### src/rtl/restoring_signed_divider_if.sv
// Handshake and operand/result bundle for the signed divider.
// The master requests work; the slave is the divider itself.
interface restoring_signed_divider_if;
  logic        start;
  logic [63:0] dividend;
  logic [31:0] divisor;
  logic        busy;
  logic        done;
  logic [31:0] quotient;
  logic [31:0] remainder;
  logic        overflow;
  logic        div_by_zero;

  modport master (
    output start, dividend, divisor,
    input  busy, done, quotient, remainder,
    input  overflow, div_by_zero
  );

  modport slave (
    input  start, dividend, divisor,
    output busy, done, quotient, remainder,
    output overflow, div_by_zero
  );
endinterface

### src/rtl/restoring_signed_divider.sv
// Radix-2 restoring divider: 64b / 32b signed, one quotient bit per cycle.
// Works on magnitudes and applies the signs when the results are registered.
module restoring_signed_divider (
  input  logic                       clk,
  input  logic                       reset,
  restoring_signed_divider_if.slave  bus
);

  typedef enum logic [1:0] {
    IDLE,
    CALC,
    FINISH
  } state_t;

  state_t      state;
  logic [31:0] rem_r;
  logic [63:0] quo_r;
  logic [31:0] dvs_mag;
  logic [5:0]  count;
  logic        sign_q;
  logic        sign_r;
  logic        dz;
  logic [31:0] dvd_lo;

  logic [63:0] dvd_abs;
  logic [31:0] dvs_abs;
  logic [32:0] rem_sh;
  logic        fits;
  logic [31:0] rem_next;
  logic        ovf;
  logic [31:0] q_out;
  logic [31:0] r_out;

  // Operand magnitudes, one restoring step, and sign-corrected results.
  always_comb begin
    dvd_abs  = bus.dividend[63] ? -bus.dividend : bus.dividend;
    dvs_abs  = bus.divisor[31] ? -bus.divisor : bus.divisor;
    rem_sh   = {rem_r, quo_r[63]};
    fits     = rem_sh >= {1'b0, dvs_mag};
    rem_next = fits ? 32'(rem_sh - {1'b0, dvs_mag})
                    : rem_sh[31:0];
    ovf      = sign_q ? (quo_r > 64'h0000_0000_8000_0000)
                      : (quo_r > 64'h0000_0000_7FFF_FFFF);
    q_out    = sign_q ? -quo_r[31:0] : quo_r[31:0];
    r_out    = sign_r ? -rem_r : rem_r;
  end

  // Control FSM with registered handshake and result outputs.
  always_ff @(posedge clk or posedge reset) begin
    if (reset) begin
      state           <= IDLE;
      rem_r           <= '0;
      quo_r           <= '0;
      dvs_mag         <= '0;
      count           <= '0;
      sign_q          <= 1'b0;
      sign_r          <= 1'b0;
      dz              <= 1'b0;
      dvd_lo          <= '0;
      bus.busy        <= 1'b0;
      bus.done        <= 1'b0;
      bus.quotient    <= '0;
      bus.remainder   <= '0;
      bus.overflow    <= 1'b0;
      bus.div_by_zero <= 1'b0;
    end else begin
      case (state)
        IDLE: begin
          bus.done <= 1'b0;
          if (bus.start) begin
            bus.busy <= 1'b1;
            sign_q   <= bus.dividend[63] ^ bus.divisor[31];
            sign_r   <= bus.dividend[63];
            dvd_lo   <= bus.dividend[31:0];
            dvs_mag  <= dvs_abs;
            quo_r    <= dvd_abs;
            rem_r    <= '0;
            count    <= '0;
            if (bus.divisor == 32'd0) begin
              dz    <= 1'b1;
              state <= FINISH;
            end else begin
              dz    <= 1'b0;
              state <= CALC;
            end
          end
        end
        CALC: begin
          rem_r <= rem_next;
          quo_r <= {quo_r[62:0], fits};
          count <= count + 6'd1;
          if (count == 6'd63) begin
            state <= FINISH;
          end
        end
        FINISH: begin
          bus.busy <= 1'b0;
          bus.done <= 1'b1;
          state    <= IDLE;
          if (dz) begin
            bus.quotient    <= '0;
            bus.remainder   <= dvd_lo;
            bus.overflow    <= 1'b0;
            bus.div_by_zero <= 1'b1;
          end else begin
            bus.quotient    <= q_out;
            bus.remainder   <= r_out;
            bus.overflow    <= ovf;
            bus.div_by_zero <= 1'b0;
          end
        end
        default: state <= IDLE;
      endcase
    end
  end

endmodule
### src/flat_wrapper.sv
// flat-port wrapper written by rule: the top's interface ports become plain ports
module restoring_signed_divider_flat 
  (clk, reset, bus_start, bus_dividend, bus_divisor, bus_busy, bus_done, bus_quotient, bus_remainder, bus_overflow, bus_div_by_zero);
  restoring_signed_divider_if bus_i ();
  input  logic clk;
  input  logic reset;
  input wire logic [$bits(bus_i.start)-1:0] bus_start;
  input wire logic [$bits(bus_i.dividend)-1:0] bus_dividend;
  input wire logic [$bits(bus_i.divisor)-1:0] bus_divisor;
  output wire logic [$bits(bus_i.busy)-1:0] bus_busy;
  output wire logic [$bits(bus_i.done)-1:0] bus_done;
  output wire logic [$bits(bus_i.quotient)-1:0] bus_quotient;
  output wire logic [$bits(bus_i.remainder)-1:0] bus_remainder;
  output wire logic [$bits(bus_i.overflow)-1:0] bus_overflow;
  output wire logic [$bits(bus_i.div_by_zero)-1:0] bus_div_by_zero;
  assign bus_i.start = bus_start;
  assign bus_i.dividend = bus_dividend;
  assign bus_i.divisor = bus_divisor;
  assign bus_busy = bus_i.busy;
  assign bus_done = bus_i.done;
  assign bus_quotient = bus_i.quotient;
  assign bus_remainder = bus_i.remainder;
  assign bus_overflow = bus_i.overflow;
  assign bus_div_by_zero = bus_i.div_by_zero;
  restoring_signed_divider u_core (.clk(clk), .reset(reset), .bus(bus_i));
endmodule
### config.mk
export PLATFORM = sky130hd
export DESIGN_NAME = restoring_signed_divider_flat
export DESIGN_NICKNAME = d
export VERILOG_FILES = /design/src/rtl/restoring_signed_divider_if.sv /design/src/rtl/restoring_signed_divider.sv /design/src/flat_wrapper.sv
export SDC_FILE = /design/constraint.sdc
export NUM_CORES = 1
export LEC_CHECK = 0
export BUFFER_PORTS_ARGS = -buffer_cell sky130_fd_sc_hd__buf_2
export CAP_MARGIN = 40
export CORE_MARGIN = 2
export CORE_UTILIZATION = 40
export CTS_CLUSTER_DIAMETER = 100
export DETAILED_ROUTE_END_ITERATION = 12
export GPL_ROUTABILITY_DRIVEN = 0
export PLACE_DENSITY = 0.54
export SETUP_SLACK_MARGIN = 0.4
export SYNTH_ARGS = -nofsm -noshare
export SYNTH_HDL_FRONTEND = slang
export SYNTH_SLANG_ARGS = --single-unit
### constraint.sdc
create_clock -name clk -period 21.7 [get_ports clk]
set_input_delay 4.34 -clock clk [delete_from_list [all_inputs] [get_ports clk]]
set_output_delay 4.34 -clock clk [all_outputs]
set_load 0.02 [all_outputs]
* Yosys cells after proc, flatten, opt, wreduce, memory -nomap -nowiden *
Cells that the tools add are included.

cells by class
  add/subtract/negate cells = 6
  $mul = 0
  divide/modulo/power cells = 0
  order comparisons = 3
  eq/ne operators = 5
  shifts and indexed selects = 0
  muxes and demuxes = 24
  bitwise gates (word level) = 1
  reductions and logical operators = 8

operators with widths
  operator                number
  $mux W32                7
  $mux W64                2
  $pmux W64 S2            1
  $neg A32 Y32            3
  $gt A64 B31 Y1 const B  1
  $gt A64 B32 Y1 const B  1
  $neg A64 Y64            1
  $pmux W32 S2            1
  $ge A33 B32 Y1          1
  $logic_not A32 Y1       1
  $sub A32 B32 Y32        1
  $pmux W6 S2             1
  $reduce_and A2 Y1       4
  $add A6 B1 Y6 const B   1
  $eq A6 B6 Y1 const B    1
  $mux W2                 3
  $mux W6                 1
  $mux W1                 5
  $pmux W1 S2             2
  $pmux W2 S2             1
  $reduce_bool A2 Y1      2
  $eq A2 B1 Y1 const B    1
  $eq A2 B2 Y1 const B    1
  $logic_not A2 Y1        1
  other kinds (3)         3

word-level totals
  bits in registers = 239
  latch bits = 0
  memory bits (writable) = 0
  ROM bits = 0
  output and inout bits = 68
  word-level logic and storage cells = 62
  memories = 0

* Depth between registers and ports, before layout *
Gate-level depths: netlist (run 1).

  word-level depth = 4
  mapped depth = 13
  depth with buffers taken out = 13

* Least setup slack after synthesis (run 1) *
Ideal clock, no wire load.

  kind = input to register
  start point = in bus_dividend[14]
  end point = reg u_core.quo_r[58]
  library setup time = 0.069 ns
  arrival = 6.599 ns
  slack = 15.031 ns
  stages = 9
  cells stage by stage = or4_4 > nor4_4 > nand4_1 > nand2b_4 > or4_4 > nand2b_4 > nor4_2 > mux2_1 > nand3_1

on the way
  longest elaborated chain between the ends = 4

ends and longest elaborated chain
  what                  RTL line                        source
  from (decl)           flat_wrapper.sv:8               input wire logic [$bits(bus_i.dividend)-1:0] bus_dividend;
  $neg A64 Y64          restoring_signed_divider.sv:36  dvd_abs = bus.dividend[63] ? -bus.dividend : bus.dividend;
  $mux W64              restoring_signed_divider.sv:36
  $mux W64              restoring_signed_divider.sv:70  if (bus.start) begin
  $pmux W64 S2          restoring_signed_divider.sv:67  case (state)
  to (signal assigned)  restoring_signed_divider.sv:76  quo_r <= dvd_abs;
  to (signal assigned)  restoring_signed_divider.sv:90  quo_r <= {quo_r[62:0], fits};
  to (decl)             restoring_signed_divider.sv:17  logic [63:0] quo_r;

Every way passes these cells. The select of a mux whose other input is x is not followed.
A chain may end at the register's enable or synchronous reset.

* Worst setup path in the final report (run 1) *
  start point = in bus_dividend[10]
  end point = reg u_core.quo_r[61]

Same word-level chain as after synthesis.

==> impl_results.md, run 1 <==
- Via count of the first global-routing pass: 12700
- Per-instance average area after synthesis: 8.59 um2
- Total negative setup slack: 0 ns
- Clock buffer depth: 3
- Post-cts resize count: 0
- Placed Instance Area: 0.0160 mm2
- Initial DRC Count: 757
- CTS buffer count: 28
- Crit Path Max Fanout: 6
- Total power after layout: between 2 and 3 mW
- Register-to-Register Setup Slack: 18.42 ns
- Number of violations of the max-capacitance limit: 0
- Overall fraction of global-route tracks in use: 0.225
- Total of warnings raised by yosys: 0
- Global-route wire length before repair: 70100 um
- Antenna diodes: 0
- Leading cell type in the layout, fill and taps excluded: sky130_fd_sc_hd__nand2_1
- Type of the worst min-delay path: register to register
- Latest clock arrival within the worst-skew pair: 0.55 ns
- Launch point of the worst reg-to-reg path: u_core.rem_r[16]$_DFFE_PP0P_
- Highest attainable clock frequency: 149 MHz
- Remaining antenna violation count after routing: 0
- Synthesis-to-layout area growth: 15.8%
- Worst endpoint data arrival time: between 7 and 8 ns
- Pre-Repair DR Iteration Count: 6
- Total non-filler cell area in the finished layout: roughly 0.017 mm2
- Sink Count: 239
- Crit path capture type: register
- Number of ports placed on the die boundary: 167
- DRC viols: 0
- Largest net degree at the start of global routing: about 100
- Routed length on met3: approximately 2000 um
- Number of setup violations in the final report: 0
- Type of the worst setup path: input pin to register
- Sequential-to-total area share from yosys stat: 0.407
- Destination of the critical timing path: u_core.quo_r[61]$_DFFE_PP0P_
- Ratio of cells with drive above 1 in the final layout: 0.144
- Post-Syn Instances: 1709
- Net count after synthesis: ~1800
- Placement Rows: 70
- Worst endpoint required time: 22.11 ns
- Clock skew after layout: 0.0111 ns
- Leading cell types by total area after synthesis: sky130_fd_sc_hd__dfrtp_1, sky130_fd_sc_hd__xor2_1, sky130_fd_sc_hd__o21ai_0
- Static Leakage: 7.67 nW
- Port buffer count: 166
- Yosys top cell by area: sky130_fd_sc_hd__dfrtp_1
- Die Ht: 196 um
- Yosys reg bits: 239
- Amount of wire on met2 after detailed routing: about 19000 um
- Length in cells of the worst reg-to-reg path: 10
- Top metal layer carrying routed signals: met5
- Floorplan Core Area: ~0.036 mm2
- Sum of overflow across all layers after global routing: 0
- Hold violation count in the final report: 0
- Result of the run: completed
- Min Tclk post-route: 6.70 ns
- Detail-routed net length per standard cell: around 19 um
- Layout filler cell count: 3596
- Layout net count: 1961
- Slowest cell on the critical path: sky130_fd_sc_hd__or4_4
- Launching element type of the critical path: input pin
- Delay contributed by the slowest stage of the critical path: 0.58 ns
- Overall via count from detail_route: 12900
- Final Max Slew Viols: 0
- Starting utilization of the core area: 0.404
- Number of buffers inserted by post-CTS setup repair: 0
- Clock slew seen by the registers of the worst setup and hold paths: around 0.060 ns
- Leading cell types in the layout, fill and taps excluded: sky130_fd_sc_hd__nand2_1, sky130_fd_sc_hd__dfrtp_1, sky130_fd_sc_hd__o21ai_0, sky130_fd_sc_hd__buf_2, sky130_fd_sc_hd__xor2_1
- Clock tree from TritonCTS: done
- Flip-flop cell with the highest count after synthesis: sky130_fd_sc_hd__dfrtp_1
- Power Dens Cells: 167 mW/mm2
- Final Util: 0.468
- Cells traversed along the worst timing path: buf_2 -> or4_4 -> nor4_1 -> nand4_1 -> nand2b_1 -> nand2b_4 -> nand2b_1 -> nor3_2 -> mux2i_1 -> o21ai_1
- Most frequent cell on the critical path: sky130_fd_sc_hd__nand2b_1
- Crit path from: bus_dividend[10]
- Portion of synthesized cell area occupied by the leading cell type: 0.407
- Aggregate routed wire length: 42900 um
- Worst IR drop on VDD: 0.0826 mV
- Setup repair after global routing missed its margin: false
- Endpoint of the worst-slack reg-to-reg timing path: u_core.rem_r[0]$_DFFE_PP0P_
- Number of antenna violations at the first check in global routing: 1
- H-tree level count: 1
- Post-DP HPWL: 31200 um
- Max-slew headroom: 0.433
- Library cells used by synthesis: 65
- Via density per instance: 5.58
- Wire length on met1: about 21000 um
- Synth Cell Area: 0.0147 mm2
- Period utilisation layout: 0.309
- Ys async rst share: 1.00
- Quantity of hold-fixing buffers added after cts: 0
- Transition at the pin with the smallest max-transition slack: 0.851 ns
- Width of the chip: about 200 um
- Die area: 0.0383 mm2
- Number of synthesized flops with an enable pin: 0
- Clock Root Buffer: sky130_fd_sc_hd__clkbuf_16
-- critical path, delay by kind of cell --
kind,cells,cell delay [ns]
AND/OR/NAND/NOR,7,2.34
multiplexers,1,0.21
buffers and inverters,1,0.12
AO/OA/AOI/OAI,1,0.08
-- layer usage --
metal	vias to the layer above	GRT usage
met1	6231	0.327
met5	-	0
li1	6308	-
met3	52	0.0290
met4	2	0.0503
met2	312	0.359
-- where the power goes --
| group | internal [mW] | switching, mW |
|---|---|---|
| logic | 0.571 | 0.883 |
| registers | 0.655 | 0.217 |
| clock network | 0.316 | 0.192 |
-- cells by family after synthesis --
logic type	Yosys count	share of synthesized area
AOI/OAI and AO/OA	513	0.215
xor gates and xnor gates	174	0.104
adders and majority gates	38	0.0329
buffers and inverters	155	0.0399
DFF	239	0.407
muxes	32	0.0220
and+or+nand+nor	558	0.179
-- through the flow --
stage | std cells | hold slack (ns) | setup slack (ns)
2_1_floorplan | 1709 | 0.445 | 10.80
3_3_place_gp | 2255 | 0.453 | 14.50
3_5_place_dp | 2262 | 0.460 | 14.48
4_1_cts | 2314 | 0.475 | 15.03
5_1_grt | 2314 | 0.494 | 14.72
6_report | 2314 | 0.472 | 15.00
-- area by class of cell --
| cell class | count | area [um2] | area share |
|---|---|---|---|
| multi-input combinational | 1315 | 8160 | 0.480 |
| sequential | 239 | 5980 | 0.352 |
| timing repair buffer | 184 | 1070 | 0.0627 |
| clock buffer | 38 | 800 | 0.0470 |
| tap | 468 | 586 | 0.0344 |
| inverter | 56 | 218 | 0.0128 |
| clock inverter | 14 | 198 | 0.0116 |
-- flip-flops by register name, indices dropped and copies added, names as in the netlist, 2 cells and up --
signal                flops
u_core.bus.remainder     32
u_core.quo_r             64
u_core.count              6
u_core.state              2
u_core.bus.quotient      32
u_core.dvd_lo            32
u_core.rem_r             32
u_core.dvs_mag           32
-- worst min path at each step --
stage                             startpoint                            end  slack (ns)  cells past startpoint
2_1_floorplan  u_core.dvd_lo[13]$_DFFE_PP0P_  u_core.dvd_lo[13]$_DFFE_PP0P_        0.45                      2
3_3_place_gp     u_core.bus.busy$_DFFE_PP0P_    u_core.bus.busy$_DFFE_PP0P_        0.45                      2
3_5_place_dp     u_core.bus.busy$_DFFE_PP0P_    u_core.bus.busy$_DFFE_PP0P_        0.46                      2
4_1_cts          u_core.bus.busy$_DFFE_PP0P_    u_core.bus.busy$_DFFE_PP0P_        0.47                      2
5_1_grt          u_core.bus.busy$_DFFE_PP0P_    u_core.bus.busy$_DFFE_PP0P_        0.49                      2
6_report         u_core.bus.busy$_DFFE_PP0P_    u_core.bus.busy$_DFFE_PP0P_        0.47                      2
-- Yosys cell counts, types with 4 or more instances --
library cell / count
sky130_fd_sc_hd__a21o_1: 10
sky130_fd_sc_hd__o21bai_1: 8
sky130_fd_sc_hd__nor3_1: 18
sky130_fd_sc_hd__clkbuf_1: 92
sky130_fd_sc_hd__nor2_1: 77
sky130_fd_sc_hd__dfrtp_1: 239
sky130_fd_sc_hd__a21oi_1: 66
sky130_fd_sc_hd__nand4_1: 17
sky130_fd_sc_hd__a211oi_1: 4
sky130_fd_sc_hd__o21ai_0: 233
sky130_fd_sc_hd__xnor2_1: 39
sky130_fd_sc_hd__o41ai_1: 22
sky130_fd_sc_hd__xor2_1: 135
sky130_fd_sc_hd__nand3_1: 22
sky130_fd_sc_hd__or4_1: 16
sky130_fd_sc_hd__ha_1: 37
sky130_fd_sc_hd__nand2_1: 303
sky130_fd_sc_hd__nor2b_1: 13
sky130_fd_sc_hd__and3_1: 5
sky130_fd_sc_hd__or2_2: 10
sky130_fd_sc_hd__o21ai_1: 11
sky130_fd_sc_hd__o31ai_1: 51
sky130_fd_sc_hd__mux2i_1: 30
sky130_fd_sc_hd__nor4_1: 21
sky130_fd_sc_hd__a22o_1: 6
sky130_fd_sc_hd__a22oi_1: 62
sky130_fd_sc_hd__buf_1: 4
sky130_fd_sc_hd__o221ai_1: 11
sky130_fd_sc_hd__o211ai_1: 4
sky130_fd_sc_hd__nand2b_1: 13
sky130_fd_sc_hd__nand3b_1: 4
sky130_fd_sc_hd__inv_1: 56
sky130_fd_sc_hd__or3_1: 16
Note: power is estimated with default switching activity, not from simulation.
==> run 2: changes to the inputs <==
--- a/config.mk
+++ b/config.mk
@@ -12,7 +12,7 @@
 export CTS_CLUSTER_DIAMETER = 100
 export DETAILED_ROUTE_END_ITERATION = 12
 export GPL_ROUTABILITY_DRIVEN = 0
-export PLACE_DENSITY = 0.54
+export PLACE_DENSITY = 0.56
 export SETUP_SLACK_MARGIN = 0.4
 export SYNTH_ARGS = -nofsm -noshare
 export SYNTH_HDL_FRONTEND = slang
==> constraint.sdc (replaced) <==
create_clock -name clk -period 5.7 [get_ports clk]
set_input_delay 1.14 -clock clk [delete_from_list [all_inputs] [get_ports clk]]
set_output_delay 1.14 -clock clk [all_outputs]
set_load 0.02 [all_outputs]
==> impl_results.md, run 2 (synthesis gave the netlist of run 1 again) <==
- Max FFs per register: 64 (unchanged)
- Number of violations of the max-capacitance limit: 0 (unchanged)
- Highest attainable clock frequency: 288 MHz
- Clock slew seen by the registers of the worst setup and hold paths: 0.06 ns (about the same)
- Latest clock arrival within the worst-skew pair: 0.55 ns (about the same)
- Transition at the pin with the smallest max-transition slack: 0.782 ns (-0.0690 ns)
- Die area: 0.0383 mm2 (unchanged)
- Power Dens Cells: 635 mW/mm2 (+280%)
- Placed Instance Area: 0.0160 mm2 (-0.24%)
- Via density per instance: 5.54 (-0.63%)
- Min Tclk post-route: around 3.5 ns
- Total negative setup slack: 0 ns (unchanged)
- CTS buffer count: 29 (+3.6%)
- Starting utilization of the core area: 0.404 (unchanged)
- Worst IR drop on VDD: 0.286 mV (+250%)
- Remaining antenna violation count after routing: 0 (unchanged)
- Final Max Slew Viols: 0 (unchanged)
- Post-cts resize count: 0 (unchanged)
- Clock tree from TritonCTS: done
- Width of the chip: 196 um (unchanged)
- Number of setup violations in the final report: 0 (unchanged)
- Synthesis-to-layout area growth: 15.5%
- Max-slew headroom: 0.479 (+0.0460)
- Number of ports placed on the die boundary: 167 (unchanged)
- Routing usage on met1: 0.330 (+0.00355)
- Largest reg by FF count: u_core.quo_r
- Overall via count from detail_route: 12800 (-0.63%)
- Period utilisation layout: 0.610
- Sum of overflow across all layers after global routing: 0 (unchanged)
- Static Leakage: 7.64 nW (-0.40%)
- Post-DP HPWL: 31200 um (about the same)
- Final Worst Setup Slack: 2.23 ns (-12.77 ns)
- Launching element type of the critical path: input pin
- Port buffer count: 166 (unchanged)
- Layout net count: 1962 (+0.051%)
- Leading cell type in the layout, fill and taps excluded: sky130_fd_sc_hd__nand2_1
- Pre-Repair DR Iteration Count: 5 (-1)
- Initial DRC Count: 788 (+4.1%)
- Global-route wire length before repair: 68900 um (-1.7%)
- DRC viols: 0 (unchanged)
- Via count of the first global-routing pass: 12400 (-2.4%)
- Type of the worst setup path: input pin to register
- Floorplan Core Area: 0.0363 mm2 (unchanged)
- H-tree level count: 1 (unchanged)
- GR Layer Usage met3: 0.0237 (-0.00535)
- Crit path capture type: register
- Clock skew after layout: 0.0138 ns (+0.00273 ns)
- Largest net degree at the start of global routing: 107 (+3.9%)
- Sink Count: 239 (unchanged)
- Aggregate routed wire length: 42500 um (-0.90%)
- Number of buffers inserted by post-CTS setup repair: 0 (unchanged)
- Number of antenna violations at the first check in global routing: 0 (-1)
- Placement Rows: 70 (unchanged)
- Crit Path Max Fanout: 6 (unchanged)
- Clock Root Buffer: sky130_fd_sc_hd__clkbuf_16
- Leading cell types in the layout, fill and taps excluded: sky130_fd_sc_hd__nand2_1, sky130_fd_sc_hd__dfrtp_1, sky130_fd_sc_hd__o21ai_0, sky130_fd_sc_hd__buf_2, sky130_fd_sc_hd__xor2_1
- Result of the run: completed
- Overall fraction of global-route tracks in use: 0.223 (-0.00227)
- Hold violation count in the final report: 0 (unchanged)
- Type of the worst min-delay path: register to register
- Die Ht: 196 um (unchanged)
- Total non-filler cell area in the finished layout: 0.0170 mm2 (-0.27%)
- Detail-routed net length per standard cell: 18.4 um (-0.90%)
- Routing layer with the top usage in global route: met2
- Clock buffer depth: 3 (unchanged)
- Quantity of hold-fixing buffers added after cts: 0 (unchanged)
- Setup repair after global routing missed its margin: false
- Worst endpoint required time: 6.14 ns (-15.97 ns)
- Ratio of cells with drive above 1 in the final layout: 0.144 (about the same)
- Post-Place Setup Slack: 1.73 ns (-12.75 ns)
- Worst endpoint data arrival time: 3.91 ns (-3.20 ns)
- Met2 usage in global routing: 0.349 (-0.0104)
-- run 2: routing by layer --
| layer | vias to the layer above | share of wire |
|---|---|---|
| li1 | 6306 | - |
| met1 | 6141 | 0.49 |
| met2 | 315 | 0.44 |
| met3 | 62 | 0.051 |
| met4 | 0 | 0.022 |
| met5 | - | 0 |
-- run 2: area by class of cell --
| type | instances | area, um2 |
|---|---|---|
| Fill cell | 3604 | 19400 |
| Antenna cell | 1 | 2.50 |
| Clock buffer | 38 | 810 |
| Sequential cell | 239 | 5980 |
| Timing Repair Buffer | 184 | 1030 |
| Clock inverter | 13 | 178 |
| Inverter | 56 | 214 |
| Multi-Input combinational cell | 1315 | 8160 |
| Tap cell | 468 | 586 |
-- run 2: final timing paths --
kind | endpoint | cells after the start | start | slack [ns]
worst max-delay path | u_core.quo_r[61]$_DFFE_PP0P_ | 10 | bus_dividend[10] | 2.23
worst min-delay path | u_core.bus.remainder[9]$_DFFE_PP0P_ | 2 | u_core.bus.remainder[9]$_DFFE_PP0P_ | 0.47
worst max register to register | u_core.bus.remainder[28]$_DFFE_PP0P_ | 9 | u_core.rem_r[3]$_DFFE_PP0P_ | 2.54
worst min register to register | u_core.bus.remainder[9]$_DFFE_PP0P_ | 2 | u_core.bus.remainder[9]$_DFFE_PP0P_ | 0.47
max in group asynchronous | u_core.bus.quotient[27]$_DFFE_PP0P_ | 3 | reset | 4.18
min in group asynchronous | u_core.bus.remainder[3]$_DFFE_PP0P_ | 2 | reset | 0.54
-- run 2: power breakdown --
part	switching, mW	leakage, nW	internal, mW	total (mW)
Clock	0.753	0.483	1.17	1.93
Combinational	3.41	4.16	2.17	5.58
Sequential	0.762	3.00	2.50	3.26
-- run 2: worst max-delay path: stages --
cell and delay [ns]:
sky130_fd_sc_hd__buf_2 0.13, sky130_fd_sc_hd__or4_4 0.58, sky130_fd_sc_hd__nor4_1 0.41, sky130_fd_sc_hd__nand4_1 0.40, sky130_fd_sc_hd__nand2b_1 0.33, sky130_fd_sc_hd__nand2b_4 0.22, sky130_fd_sc_hd__nand2b_1 0.23, sky130_fd_sc_hd__nor3_2 0.20
sky130_fd_sc_hd__mux2i_1 0.20, sky130_fd_sc_hd__o21ai_1 0.07
-- run 2: through the flow --
step / power (mW) / hold slack [ns] / util / instances
3_5_place_dp: 8.86 / 0.462 / 0.439 / 2262
4_1_cts: 10.8 / 0.476 / 0.467 / 2313
2_1_floorplan: 7.22 / 0.445 / - / 1709
6_report: 10.8 / 0.471 / 0.467 / 2314
5_1_grt: 11.7 / 0.492 / 0.467 / 2313
3_3_place_gp: 8.75 / 0.456 / 0.437 / 2259
==> run 3: changes to the inputs <==
--- a/config.mk
+++ b/config.mk
@@ -5,6 +5,7 @@
 export SDC_FILE = /design/constraint.sdc
 export NUM_CORES = 1
 export LEC_CHECK = 0
+export ABC_AREA = 1
 export BUFFER_PORTS_ARGS = -buffer_cell sky130_fd_sc_hd__buf_2
 export CAP_MARGIN = 40
 export CORE_MARGIN = 2
==> constraint.sdc (replaced) <==
create_clock -name clk -period 3.1 [get_ports clk]
set_input_delay 0.62 -clock clk [delete_from_list [all_inputs] [get_ports clk]]
set_output_delay 0.62 -clock clk [all_outputs]
set_load 0.02 [all_outputs]
==> impl_results.md, run 3 <==
- Floorplan Core Area: 0.0420 mm2 (+16%)
- Power Dens Cells: 1080 mW/mm2 (+70%)
- Ys async rst share: 1.00 (unchanged)
- Net count after synthesis: 2709 (+47%)
- Leading cell type in the layout, fill and taps excluded: sky130_fd_sc_hd__nand2_1
- Type of the worst min-delay path: input pin to async pin
- Worst endpoint data arrival time: 2.96 ns (-0.95 ns)
- Max FFs per register: 64 (unchanged)
- Layout net count: 2853 (+45%)
- Final Worst Setup Slack: 0.571 ns (-1.65 ns)
- Post-Synth Adder-Cell Area: 0.0283 (-0.00458)
- Antenna diodes: 0 (-1)
- Layout filler cell count: 4438 (+23%)
- Via count of the first global-routing pass: 16400 (+33%)
- Number of violations of the max-capacitance limit: 0 (unchanged)
- Number of buffers inserted by post-CTS setup repair: 0 (unchanged)
- Net switching power figure: 10.7 mW (+120%)
- Fraction of power spent switching nets: 0.506 (+0.0486)
- Placement Rows: 75 (+7.1%)
- Number of antenna violations at the first check in global routing: 0 (unchanged)
- Worst endpoint required time: 3.53 ns (-2.61 ns)
- Yosys top cell by area: sky130_fd_sc_hd__dfrtp_1
- Dominant combinational cell family by area after synthesis: simple AND/OR/NAND/NOR gates
- Total non-filler cell area in the finished layout: 0.0195 mm2 (+15%)
- Count leader, synth: sky130_fd_sc_hd__nand2_1
- Per-instance average area after synthesis: 6.63 um2 (-23%)
- Global-route wire length before repair: 92400 um (+34%)
- Launching element type of the critical path: register
- Post-DP HPWL: 45400 um (+46%)
- Type of the worst setup path: register to register
- Library cells used by synthesis: 51 (-22%)
- Highest attainable clock frequency: 395 MHz
- Clock power share: 0.167 (-0.012)
- Clock Root Buffer: sky130_fd_sc_hd__clkbuf_16
- Hold violation count in the final report: 0 (unchanged)
- Result of the run: completed
- Number of synthesized flops with an enable pin: 0 (unchanged)
- Post-cts resize count: 0 (unchanged)
- Die area: 0.0443 mm2 (+16%)
- Worst IR drop on VDD: 0.693 mV (+140%)
- Placed Instance Area: 0.0185 mm2 (+16%)
- Initial DRC Count: 1689 (+110%)
- Transition at the pin with the smallest max-transition slack: 0.799 ns (+0.0178 ns)
- Clock slew seen by the registers of the worst setup and hold paths: 0.07 ns (about the same)
- Setup repair after global routing missed its margin: false
- Largest net degree at the start of global routing: 98 (-8.4%)
- Min Tclk post-route: 2.53 ns
- Overall via count from detail_route: 17700 (+38%)
- Proportion of power drawn by flip-flops and latches: 0.285 (-0.018)
- Period utilisation layout: 0.816
- Number of ports placed on the die boundary: 167 (unchanged)
- Final Util: 0.464 (-0.00215)
- Leading cell types by total area after synthesis: sky130_fd_sc_hd__dfrtp_1, sky130_fd_sc_hd__nand2_1, sky130_fd_sc_hd__inv_1
- Area share of xor/xnor cells in the synthesized design: 0.0334 (-0.0704)
- Static Leakage: 9.98 nW (+31%)
- Remaining antenna violation count after routing: 0 (unchanged)
- Compound-cell area share of the yosys netlist: 0.131 (-0.0835)
- Total power after layout: 21.1 mW (+96%)
- Crit path capture type: register
- CTS buffer count: 28 (-3.4%)
- Sum of overflow across all layers after global routing: 0 (unchanged)
- Max-slew headroom: 0.466 (-0.0125)
- Share of synthesized cell area in and, or, nand and nor gates: 0.354 (+0.175)
- Quantity of hold-fixing buffers added after cts: 0 (unchanged)
- Mux contribution to synthesized area: 0 (-0.0220)
- Largest reg by FF count: u_core.quo_r
- Width of the chip: 211 um (+7.6%)
- Synthesis-to-layout area growth: 14.4%
- Pre-Repair DR Iteration Count: 6 (+1)
- Die Ht: 211 um (+7.6%)
- Starting utilization of the core area: 0.406 (+0.00183)
- Portion of synthesized cell area occupied by the leading cell type: 0.350 (-0.0567)
- Internal power summed over all cells: 10.4 mW (+78%)
- Final Max Slew Viols: 0 (unchanged)
- Cells traversed along the worst timing path: ha_1 -> nand2_1 -> nor2_2 -> nand2_2 -> nor2_4 -> inv_2 -> nor3_4 -> nor2_4 -> buf_4 -> buf_4 -> nand4_1 -> nand3_1
- Sequential-to-total area share from yosys stat: 0.350 (-0.0567)
- Via density per instance: 5.40 (-2.5%)
- Number of setup violations in the final report: 0 (unchanged)
- Yosys reg bits: 239 (unchanged)
- Leading cell types in the layout, fill and taps excluded: sky130_fd_sc_hd__nand2_1, sky130_fd_sc_hd__inv_1, sky130_fd_sc_hd__nor2_1, sky130_fd_sc_hd__nand3_1, sky130_fd_sc_hd__dfrtp_1
- Delay contributed by the slowest stage of the critical path: 0.52 ns (-0.06 ns)
- Post-Place Setup Slack: 0.421 ns (-1.31 ns)
- Total negative setup slack: 0 ns (unchanged)
- Ratio of cells with drive above 1 in the final layout: 0.109 (-0.0353)
- Post-Syn Instances: 2572 (+50%)
- Slowest cell on the critical path: sky130_fd_sc_hd__dfrtp_1
- Overall fraction of global-route tracks in use: 0.263 (+0.0398)
- Detail-routed net length per standard cell: 18.0 um (-1.8%)
- Clock skew after layout: 0.0311 ns (+0.0172 ns)
- Crit Path Max Fanout: 11 (+5)
- Clock buffer depth: 3 (unchanged)
- DRC viols: 0 (unchanged)
- H-tree level count: 1 (unchanged)
- Synth Cell Area: 0.0171 mm2 (+16%)
- Aggregate routed wire length: 59100 um (+39%)
- Sink Count: 239 (unchanged)
- Total of warnings raised by yosys: 0 (unchanged)
- Clock tree from TritonCTS: done
- Top cells by instance count after synthesis: sky130_fd_sc_hd__nand2_1, sky130_fd_sc_hd__inv_1, sky130_fd_sc_hd__nor2_1
- Flip-flop cell with the highest count after synthesis: sky130_fd_sc_hd__dfrtp_1
- Port buffer count: 166 (unchanged)
- Comb pwr share: 0.548 (+0.030)
- Latest clock arrival within the worst-skew pair: 0.59 ns (+0.04 ns)
## run 3: cell types whose count changed after synthesis, sizes merged, moves of 23 or more
cell	previous run	this run
xnor2	39	7
nand2	303	743
xor2	135	58
nor2	77	284
o31ai	51	3
nand4	17	56
nand3	22	250
o41ai	23	0
mux2i	30	0
inv	56	357
clkbuf	92	57
buf	7	33
o21ai	244	186
## run 3: kinds of logic after synthesis
logic type | Yosys count
AND/OR/NAND/NOR | 1403
buffers and inverters | 448
AO/OA/AOI/OAI | 379
flip-flops | 239
XOR/XNOR | 65
adder cells (fa/ha/maj) | 38
## run 3: cell type report
type | count | area [um2] | area share
Sequential cell | 239 | 5980 | 0.306
Clock buffer | 40 | 806 | 0.0413
Timing Repair Buffer | 203 | 1180 | 0.0605
Inverter | 358 | 1350 | 0.0690
Multi-Input combinational cell | 1886 | 9370 | 0.480
Tap cell | 539 | 674 | 0.0345
Clock inverter | 12 | 166 | 0.00852
## run 3: through the flow
step                hold slack [ns]  cells
global placement              0.455   3216
detailed placement            0.460   3217
CTS                           0.118   3269
finish                        0.120   3277
floorplan                     0.442   2572
global route                  0.142   3277
## run 3: metal layers
layer | GRT usage | part of all wire | vias up
li1 | - | - | 8666
met1 | 0.388 | 0.47 | 8408
met2 | 0.410 | 0.45 | 551
met3 | 0.0331 | 0.060 | 77
met4 | 0.0607 | 0.021 | 0
met5 | 0 | 0 | -
## run 3: critical path: cells and delay by family (launching register included)
kind,cells,cell delay [ns]
adder cells (fa/ha/maj),1,0.42
AND/OR/NAND/NOR,8,1.05
flip-flops,1,0.52
buffers and inverters,3,0.38
## run 3: power groups by stage
stage,Sequential [mW],Combinational (mW),Clock (mW)
after floorplan,5.92,7.82,0
after global placement,5.98,11.2,0
after detailed placement,6.01,11.3,0
after CTS,5.96,11.4,3.57
after global routing,6.17,13.0,3.70
final,6.01,11.5,3.51
## run 3: worst paths after layout
check | start | end | slack (ns) | depth (start not counted)
worst max-delay path | u_core.rem_r[12]$_DFFE_PP0P_ | u_core.rem_r[5]$_DFFE_PP0P_ | 0.57 | 12
worst min-delay path | reset | u_core.bus.remainder[14]$_DFFE_PP0P_ | 0.12 | 2
worst max register to register | u_core.rem_r[12]$_DFFE_PP0P_ | u_core.rem_r[5]$_DFFE_PP0P_ | 0.57 | 12
worst min register to register | u_core.dvd_lo[22]$_DFFE_PP0P_ | u_core.dvd_lo[22]$_DFFE_PP0P_ | 0.47 | 2
max in group asynchronous | reset | u_core.dvd_lo[4]$_DFFE_PP0P_ | 2.08 | 3
min in group clk | bus_dividend[53] | u_core.quo_r[53]$_DFFE_PP0P_ | 0.30 | 4
